<file path="src/rtl/cp0_params.sv">
// Shared CP0 definitions: register map, field layouts, exception codes and the WB-to-CP0 bus.
// Optional TLB register support is enabled with CP0_TLB_REGS_EN.
package cp0_params;

    localparam logic [31:0]  CP0_EXCEPTION_ENTRY = 32'hBFC0_0380;
    localparam int unsigned  HW_INT_WIDTH        = 6;

    localparam logic [4:0] REG_BADVADDR = 5'd8;
    localparam logic [4:0] REG_COUNT    = 5'd9;
    localparam logic [4:0] REG_COMPARE  = 5'd11;
    localparam logic [4:0] REG_STATUS   = 5'd12;
    localparam logic [4:0] REG_CAUSE    = 5'd13;
    localparam logic [4:0] REG_EPC      = 5'd14;
    localparam logic [2:0] SEL_DEFAULT  = 3'd0;

    localparam logic [4:0] EXC_INT  = 5'd0;
    localparam logic [4:0] EXC_TLBL = 5'd2;
    localparam logic [4:0] EXC_TLBS = 5'd3;
    localparam logic [4:0] EXC_ADEL = 5'd4;
    localparam logic [4:0] EXC_ADES = 5'd5;
    localparam logic [4:0] EXC_SYS  = 5'd8;
    localparam logic [4:0] EXC_BP   = 5'd9;
    localparam logic [4:0] EXC_RI   = 5'd10;
    localparam logic [4:0] EXC_OV   = 5'd12;

    typedef struct packed {
        logic [8:0] zero_31_23;
        logic       bev;
        logic [5:0] zero_21_16;
        logic [7:0] im;
        logic [5:0] zero_7_2;
        logic       exl;
        logic       ie;
    } cp0_status_t;

    typedef struct packed {
        logic        bd;
        logic        ti;
        logic [13:0] zero_29_16;
        logic [7:0]  ip;
        logic        zero_7;
        logic [4:0]  exc_code;
        logic [1:0]  zero_1_0;
    } cp0_cause_t;

    typedef struct packed {
        logic [4:0]  address_register;
        logic [2:0]  address_select;
        logic        write_enabled;
        logic [31:0] write_data;
        logic        exception_valid;
        logic        eret_flush;
        logic [4:0]  exception_code;
        logic [31:0] exception_address;
        logic        in_delay_slot;
        logic        is_address_fault;
        logic [31:0] badvaddr_value;
        logic        tlb_read;
        logic        tlb_write;
        logic        tlb_probe;
    } wb_to_cp0_bus_t;

`ifdef CP0_TLB_REGS_EN
    localparam logic [4:0]  REG_INDEX    = 5'd0;
    localparam logic [4:0]  REG_ENTRYLO0 = 5'd2;
    localparam logic [4:0]  REG_ENTRYLO1 = 5'd3;
    localparam logic [4:0]  REG_ENTRYHI  = 5'd10;
    localparam int unsigned TLB_INDEX_W  = 4;

    typedef struct packed {
        logic [31:0] entry_hi;
        logic [31:0] entry_lo0;
        logic [31:0] entry_lo1;
    } tlb_entry_t;

    typedef struct packed {
        logic                   hit;
        logic [TLB_INDEX_W-1:0] index;
    } tlb_probe_t;
`endif

endpackage

</file>
<file path="src/rtl/cp0_timer.sv">
// Count/Compare timer: Count advances every other cycle, TI latches on Count==Compare.
module cp0_timer
    import cp0_params::*;
(
    input  logic        clock,
    input  logic        reset_n,
    input  logic        count_we,
    input  logic        compare_we,
    input  logic [31:0] write_data,
    output logic [31:0] count_value,
    output logic [31:0] compare_value,
    output logic        timer_int
);

    logic        tick_q, tick_d;
    logic [31:0] count_q, count_d;
    logic [31:0] compare_q, compare_d;
    logic        ti_q, ti_d;

    always_comb begin
        tick_d    = ~tick_q;
        count_d   = tick_q ? count_q + 32'd1 : count_q;
        compare_d = compare_q;
        ti_d      = ti_q;
        if (count_we) count_d = write_data;
        if (count_q == compare_q) ti_d = 1'b1;
        // Compare write acknowledges the timer and wins over a same-cycle match
        if (compare_we) begin
            compare_d = write_data;
            ti_d      = 1'b0;
        end
    end

    always_ff @(posedge clock or negedge reset_n) begin
        if (!reset_n) begin
            tick_q    <= 1'b0;
            count_q   <= '0;
            compare_q <= '0;
            ti_q      <= 1'b0;
        end else begin
            tick_q    <= tick_d;
            count_q   <= count_d;
            compare_q <= compare_d;
            ti_q      <= ti_d;
        end
    end

    assign count_value   = count_q;
    assign compare_value = compare_q;
    assign timer_int     = ti_q;

endmodule

</file>
<file path="src/rtl/cp0_register_file.sv">
// CP0 register file fed by write-back: mfc0/mtc0, exception/eret state, interrupt request.
// Define CP0_TLB_REGS_EN to add Index/EntryLo0/EntryLo1/EntryHi and the TLB ports.
module cp0_register_file
    import cp0_params::*;
#(
    parameter logic [31:0] EXCEPTION_ENTRY = CP0_EXCEPTION_ENTRY
) (
    input  logic                    clock,
    input  logic                    reset_n,
    input  wb_to_cp0_bus_t          wb_to_cp0_bus,
    input  logic [HW_INT_WIDTH-1:0] external_interrupt,
`ifdef CP0_TLB_REGS_EN
    input  tlb_entry_t              tlb_read_entry,
    input  tlb_probe_t              tlb_probe_result,
    output tlb_entry_t              tlb_write_entry,
`endif
    output logic [31:0]             read_data,
    output logic [31:0]             epc_value,
    output logic [31:0]             exception_target,
    output logic                    interrupt_pending,
    output logic                    status_exl
);

    wb_to_cp0_bus_t bus;
    logic exc_c, eret_c, mtc0_c;
    logic wr_status_c, wr_cause_c, wr_epc_c, wr_count_c, wr_compare_c;

    logic [7:0]              im_q, im_d;
    logic                    exl_q, exl_d, ie_q, ie_d;
    logic                    bd_q, bd_d;
    logic [4:0]              exc_code_q, exc_code_d;
    logic [1:0]              ip_sw_q, ip_sw_d;
    logic [HW_INT_WIDTH-1:0] ip_hw_q, ip_hw_d;
    logic [31:0]             epc_q, epc_d, badvaddr_q, badvaddr_d;
    logic                    int_pend_q, int_pend_d;

    logic [31:0] count_value, compare_value;
    logic        timer_int;
    cp0_status_t status_c;
    cp0_cause_t  cause_c;

    assign bus    = wb_to_cp0_bus;
    assign exc_c  = bus.exception_valid & ~bus.eret_flush;
    assign eret_c = bus.eret_flush;
    // Any exception or eret in the same cycle squashes the mtc0
    assign mtc0_c = bus.write_enabled & ~bus.exception_valid & ~bus.eret_flush
                  & (bus.address_select == SEL_DEFAULT);

    assign wr_status_c  = mtc0_c & (bus.address_register == REG_STATUS);
    assign wr_cause_c   = mtc0_c & (bus.address_register == REG_CAUSE);
    assign wr_epc_c     = mtc0_c & (bus.address_register == REG_EPC);
    assign wr_count_c   = mtc0_c & (bus.address_register == REG_COUNT);
    assign wr_compare_c = mtc0_c & (bus.address_register == REG_COMPARE);

    cp0_timer u_timer (
        .clock         (clock),
        .reset_n       (reset_n),
        .count_we      (wr_count_c),
        .compare_we    (wr_compare_c),
        .write_data    (bus.write_data),
        .count_value   (count_value),
        .compare_value (compare_value),
        .timer_int     (timer_int)
    );

    always_comb begin
        status_c     = '0;
        status_c.bev = 1'b1;
        status_c.im  = im_q;
        status_c.exl = exl_q;
        status_c.ie  = ie_q;
        cause_c          = '0;
        cause_c.bd       = bd_q;
        cause_c.ti       = timer_int;
        cause_c.ip       = {ip_hw_q, ip_sw_q};
        cause_c.exc_code = exc_code_q;
    end

    always_comb begin
        im_d       = im_q;
        exl_d      = exl_q;
        ie_d       = ie_q;
        bd_d       = bd_q;
        exc_code_d = exc_code_q;
        ip_sw_d    = ip_sw_q;
        epc_d      = epc_q;
        badvaddr_d = badvaddr_q;
        ip_hw_d    = external_interrupt | {timer_int, {(HW_INT_WIDTH-1){1'b0}}};
        int_pend_d = ie_q & ~exl_q & |(cause_c.ip & im_q);
        if (wr_status_c) begin
            im_d  = bus.write_data[15:8];
            exl_d = bus.write_data[1];
            ie_d  = bus.write_data[0];
        end
        if (wr_cause_c) ip_sw_d = bus.write_data[9:8];
        if (wr_epc_c)   epc_d   = bus.write_data;
        if (exc_c) begin
            exl_d      = 1'b1;
            exc_code_d = bus.exception_code;
            // Nested exceptions keep the original return point
            if (!exl_q) begin
                epc_d = bus.in_delay_slot ? bus.exception_address - 32'd4 : bus.exception_address;
                bd_d  = bus.in_delay_slot;
            end
            if (bus.is_address_fault) badvaddr_d = bus.badvaddr_value;
        end
        if (eret_c) exl_d = 1'b0;
    end

    always_ff @(posedge clock or negedge reset_n) begin
        if (!reset_n) begin
            im_q       <= '0;
            exl_q      <= 1'b0;
            ie_q       <= 1'b0;
            bd_q       <= 1'b0;
            exc_code_q <= '0;
            ip_sw_q    <= '0;
            ip_hw_q    <= '0;
            epc_q      <= '0;
            badvaddr_q <= '0;
            int_pend_q <= 1'b0;
        end else begin
            im_q       <= im_d;
            exl_q      <= exl_d;
            ie_q       <= ie_d;
            bd_q       <= bd_d;
            exc_code_q <= exc_code_d;
            ip_sw_q    <= ip_sw_d;
            ip_hw_q    <= ip_hw_d;
            epc_q      <= epc_d;
            badvaddr_q <= badvaddr_d;
            int_pend_q <= int_pend_d;
        end
    end

`ifdef CP0_TLB_REGS_EN
    logic [31:0] index_q, index_d, entry_hi_q, entry_hi_d;
    logic [31:0] entry_lo0_q, entry_lo0_d, entry_lo1_q, entry_lo1_d;

    always_comb begin
        index_d     = index_q;
        entry_hi_d  = entry_hi_q;
        entry_lo0_d = entry_lo0_q;
        entry_lo1_d = entry_lo1_q;
        if (mtc0_c) begin
            case (bus.address_register)
                REG_INDEX:    index_d     = {index_q[31], 31'(bus.write_data[TLB_INDEX_W-1:0])};
                REG_ENTRYHI:  entry_hi_d  = bus.write_data;
                REG_ENTRYLO0: entry_lo0_d = bus.write_data;
                REG_ENTRYLO1: entry_lo1_d = bus.write_data;
                default: ;
            endcase
        end
        if (bus.tlb_probe) index_d = {~tlb_probe_result.hit, 31'(tlb_probe_result.index)};
        if (bus.tlb_read) begin
            entry_hi_d  = tlb_read_entry.entry_hi;
            entry_lo0_d = tlb_read_entry.entry_lo0;
            entry_lo1_d = tlb_read_entry.entry_lo1;
        end
        if (exc_c && (bus.exception_code == EXC_TLBL || bus.exception_code == EXC_TLBS))
            entry_hi_d[31:13] = bus.badvaddr_value[31:13];
    end

    always_ff @(posedge clock or negedge reset_n) begin
        if (!reset_n) begin
            index_q     <= '0;
            entry_hi_q  <= '0;
            entry_lo0_q <= '0;
            entry_lo1_q <= '0;
        end else begin
            index_q     <= index_d;
            entry_hi_q  <= entry_hi_d;
            entry_lo0_q <= entry_lo0_d;
            entry_lo1_q <= entry_lo1_d;
        end
    end

    assign tlb_write_entry = bus.tlb_write ? {entry_hi_q, entry_lo0_q, entry_lo1_q} : '0;
`else
    logic unused_tlb_strobes;
    assign unused_tlb_strobes = ^{bus.tlb_read, bus.tlb_write, bus.tlb_probe};
`endif

    // mfc0 read port: combinational, pre-edge values
    always_comb begin
        read_data = '0;
        if (bus.address_select == SEL_DEFAULT) begin
            case (bus.address_register)
                REG_BADVADDR: read_data = badvaddr_q;
                REG_COUNT:    read_data = count_value;
                REG_COMPARE:  read_data = compare_value;
                REG_STATUS:   read_data = status_c;
                REG_CAUSE:    read_data = cause_c;
                REG_EPC:      read_data = epc_q;
`ifdef CP0_TLB_REGS_EN
                REG_INDEX:    read_data = index_q;
                REG_ENTRYLO0: read_data = entry_lo0_q;
                REG_ENTRYLO1: read_data = entry_lo1_q;
                REG_ENTRYHI:  read_data = entry_hi_q;
`endif
                default:      read_data = '0;
            endcase
        end
    end

    assign epc_value         = epc_q;
    assign exception_target  = EXCEPTION_ENTRY;
    assign interrupt_pending = int_pend_q;
    assign status_exl        = exl_q;

endmodule

</file>
<file path="config.mk">
export PLATFORM = sky130hd
export DESIGN_NAME = cp0_register_file
export DESIGN_NICKNAME = d
export VERILOG_FILES = /design/src/rtl/cp0_params.sv /design/src/rtl/cp0_timer.sv /design/src/rtl/cp0_register_file.sv
export SDC_FILE = /design/constraint.sdc
export NUM_CORES = 1
export LEC_CHECK = 0
export BUFFER_PORTS_ARGS = -buffer_cell sky130_fd_sc_hd__clkbuf_2
export CORE_AREA = 10 10 138 140
export CTS_BUF_LIST = sky130_fd_sc_hd__clkbuf_2
export DETAILED_ROUTE_END_ITERATION = 8
export DIE_AREA = 0 0 148 150
export MAX_ROUTING_LAYER = met4
export PLACE_DENSITY = 0.89
export RECOVER_POWER = 25
export REMOVE_ABC_BUFFERS = 1
export SYNTH_ARGS = -nofsm -noshare
export SYNTH_HDL_FRONTEND = slang
export SYNTH_HIERARCHICAL = 1
export SYNTH_SLANG_ARGS = --single-unit
</file>
<file path="constraint.sdc">
create_clock -name clock -period 2.3 [get_ports clock]
set_clock_uncertainty 0.15 [all_clocks]
set_input_delay 0.23 -clock clock [delete_from_list [all_inputs] [get_ports clock]]
set_output_delay 0.23 -clock clock [all_outputs]
set_load 0.01 [all_outputs]
</file>
==> flow_summary.ini <==
[detailed_routing]
drt_iter0_drc = 1319
highest_layer = met4
wire_per_inst_um = 24.1
drt-total-wl_um = 36700
routed-wl-met3_um = 4110
vias_per_cell = 6.35
wl_met1_um = 13200
dr.pass1.iters = 8
met2WireLength_um = 17200
dr_total_vias = 9665
drc_errors = 0
antenna_left = 0

[die]
boundaryPins = 223
start_util_pct = 54.5
rows = 47
core_sq_mm = 0.0163
dieArea_sq_mm = 0.0222
die_height_um = 150
die-width_um = 148

[yosys]
netlist_area_sq_mm = 0.00891
synthXorXnorAreaFrac_pct = 7.76
muxShareOfSynthArea_pct = 13.5
synth_top_family_by_area = compound AO/OA/AOI/OAI gates
synth_flop_cell = dfrtp_1
syn_inst = 859
ys_seq_area_share_pct = 43.5
ys_seq_elements = 155
synth_fa_ha_area_share_pct = 0.281
synth_edf_count = 0
synth-simple-area-share_pct = 13.5
synth-compound-area-share_pct = 15.3
async_reset_ff_share_pct = 100
synth_area_per_cell_sq_um = 10.4
synth.yosys.warnings = 6
synth_cell_types = 61

[clock_tree]
cts_sinks = 155
cts_tree = done
path_clk_slew_ns = 0.25
cts_inserted_buffers = 17
h-tree-depth = 4
cts-root-buf = clkbuf_2
clk_path_buf_depth = 2
clk-insertion-delay-late_ns = 0.81

[timing]
setup_viol = 4
final_min_period_over_clock_period_pct = 103
max_clock_freq_mhz = 421
period_minus_slack_ns = 2.38
rsz0062_at_grt = yes
setup_slack_ns = -0.0778
worst_slew_pin_slew_ns = 1.23
report.final.slew_viol_count = 0
hold_slack_ns = 0.0643
hold_violations = 0
max_slew_margin_pct = 18.3

[setup_path]
crit_type = reg2out
cp_data_arrival_time_ns = 2.00
critPathRequiredTime_ns = 1.92
end_kind = output pin
worst_setup_path_start_kind = flip-flop
worstPathMaxFanout = 2

[placed_design]
dp_hpwl_um = 22500
place_congestion = 0.981
place_inst = 1263
placement.io_buffers = 187

[pwr]
vdd_drop_max_uv = 352
p_leak_nw = 5.65
power_density_mw_per_mm2 = 518
finalPower_mw = 6.60

[grt]
grt_max_degree = 52
grt_pass1_wl_um = 54700
antenna_found_initial = 5
overflow = 0
grt_pass1_vias = 9856
grt_use_total_pct = 32.2

[status]
violations = negative setup slack
status = finished with violations

[layout]
final_cells = 1522
num-fill-cells = 1015
nets = 1412
syn_to_final_growth_pct = 42.9
drive_above_1_share_pct = 32.5
layout_commonest_cell = clkbuf_2
final_util_pct = 77.9
mostFrequentLayoutCells = clkbuf_2, dlygate4sd3_1, dfrtp_1, mux2_2, buf_4

[min_path]
hold_path.class = in2reg

[run]
cap_violations = 0
[per-stage QoR]
| stage | setup WS [ns] | cell area [sq um] | TNS [ns] |
|---|---|---|---|
| global placement | 0.222 | 10300 | 0 |
| global route | -0.166 | 12700 | -1.10 |
| floorplan | -1.76 | 8560 | -149.26 |
| finish | -0.0778 | 12700 | -0.186 |
| CTS | -0.0306 | 12600 | -0.0306 |
| detailed placement | 0.179 | 10300 | 0 |
[area by class of cell]
cell class / count / area, sq um / share of cell area (%)
clock buffer: 20 / 100 / 0.786
inverter: 20 / 75.1 / 0.589
antenna: 5 / 12.5 / 0.0982
clock inverter: 11 / 98.8 / 0.776
tap: 220 / 275 / 2.16
multi-input combinational: 628 / 4690 / 36.8
timing repair buffer: 463 / 3590 / 28.2
sequential: 155 / 3890 / 30.6
[what timing repair did]
action,4_1_cts,5_1_grt
gates resized for setup,8,18
hold buffers,195,0
cloned,0,0
endpoints found under the setup margin,9,31
pin swaps,5,6
hold endpoints to repair,307,0
setup buffers,11,18
[worst paths after layout]
path,slack (ns),to,start,cells after the start
worst max-delay path,-0.08,read_data[6],u_timer/count_value[6],3
worst min-delay path,0.06,u_timer/count_value[16],wb_to_cp0_bus[92],4
worst max register to register,0.06,u_timer/count_value[25],u_timer/count_value[0],7
worst min register to register,0.38,bd_q,bd_q,2
max in group asynchronous,0.16,u_timer/count_value[7],reset_n,4
min in group asynchronous,0.63,u_timer/compare_value[2],reset_n,4
[synthesized netlist by cell type (4+ instances only)]
cell type	number	share of area, %
buf_2	9	0.51
nand3_1	19	1.1
nor3_1	7	0.39
o31ai_1	10	0.84
nor4_1	9	0.63
a211oi_1	13	1.1
nand4_1	26	1.8
a31oi_1	27	1.9
inv_1	20	0.84
o21ai_0	19	1.1
nand2_1	65	2.7
xor2_1	35	3.4
dfrtp_1	155	44
buf_4	33	2.8
and3_1	5	0.35
mux2_2	83	10
mux2i_1	27	3.0
and2_1	4	0.28
buf_1	5	0.21
nor2_1	26	1.1
a22oi_1	63	5.3
a41oi_1	11	1.1
a222oi_1	10	1.1
o21ai_1	12	0.67
xnor2_1	44	4.3
or4_1	12	1.0
clkbuf_1	38	1.6
a21oi_1	26	1.5
[worst max-delay path, cell delays in order, from the launching register on]
cell and delay, ns:
dfrtp_2 0.46, a222oi_1 0.39, a21oi_1 0.19, clkbuf_2 0.18
[power breakdown]
group | switching, mW | leakage (nW) | internal [mW]
logic | 0.944 | 3.63 | 0.927
clock network | 1.05 | 0.116 | 0.391
registers | 0.256 | 1.90 | 3.03
total | 2.25 | 5.65 | 4.35
[layer usage]
metal	track usage [%]	vias up
met5	-	-
met4	18.9	0
li1	-	3996
met3	7.37	206
met2	49.9	825
met1	37.9	4638
[flip-flops by register name, indices dropped and copies added, names as in the netlist]
signal	count
ip_sw_q	2
status_exl	1
bd_q	1
im_q	8
u_timer/compare_value	32
ip_hw_q	6
interrupt_pending	1
exc_code_q	5
u_timer/tick_q	1
u_timer/timer_int	1
u_timer/count_value	32
ie_q	1
badvaddr_q	32
epc_value	32
[cell families (layout without fill, tap and decap cells)]
kind of cell / Yosys count / in the layout
xor gates and xnor gates: 79 / 79
DFF: 155 / 155
buffers and inverters: 106 / 514
muxes: 110 / 110
AOI/OAI and AO/OA: 199 / 199
adders and majority gates: 2 / 2
other: 2 / 37
and+or+nand+nor: 206 / 206
Power figures use the tool's default switching activity.
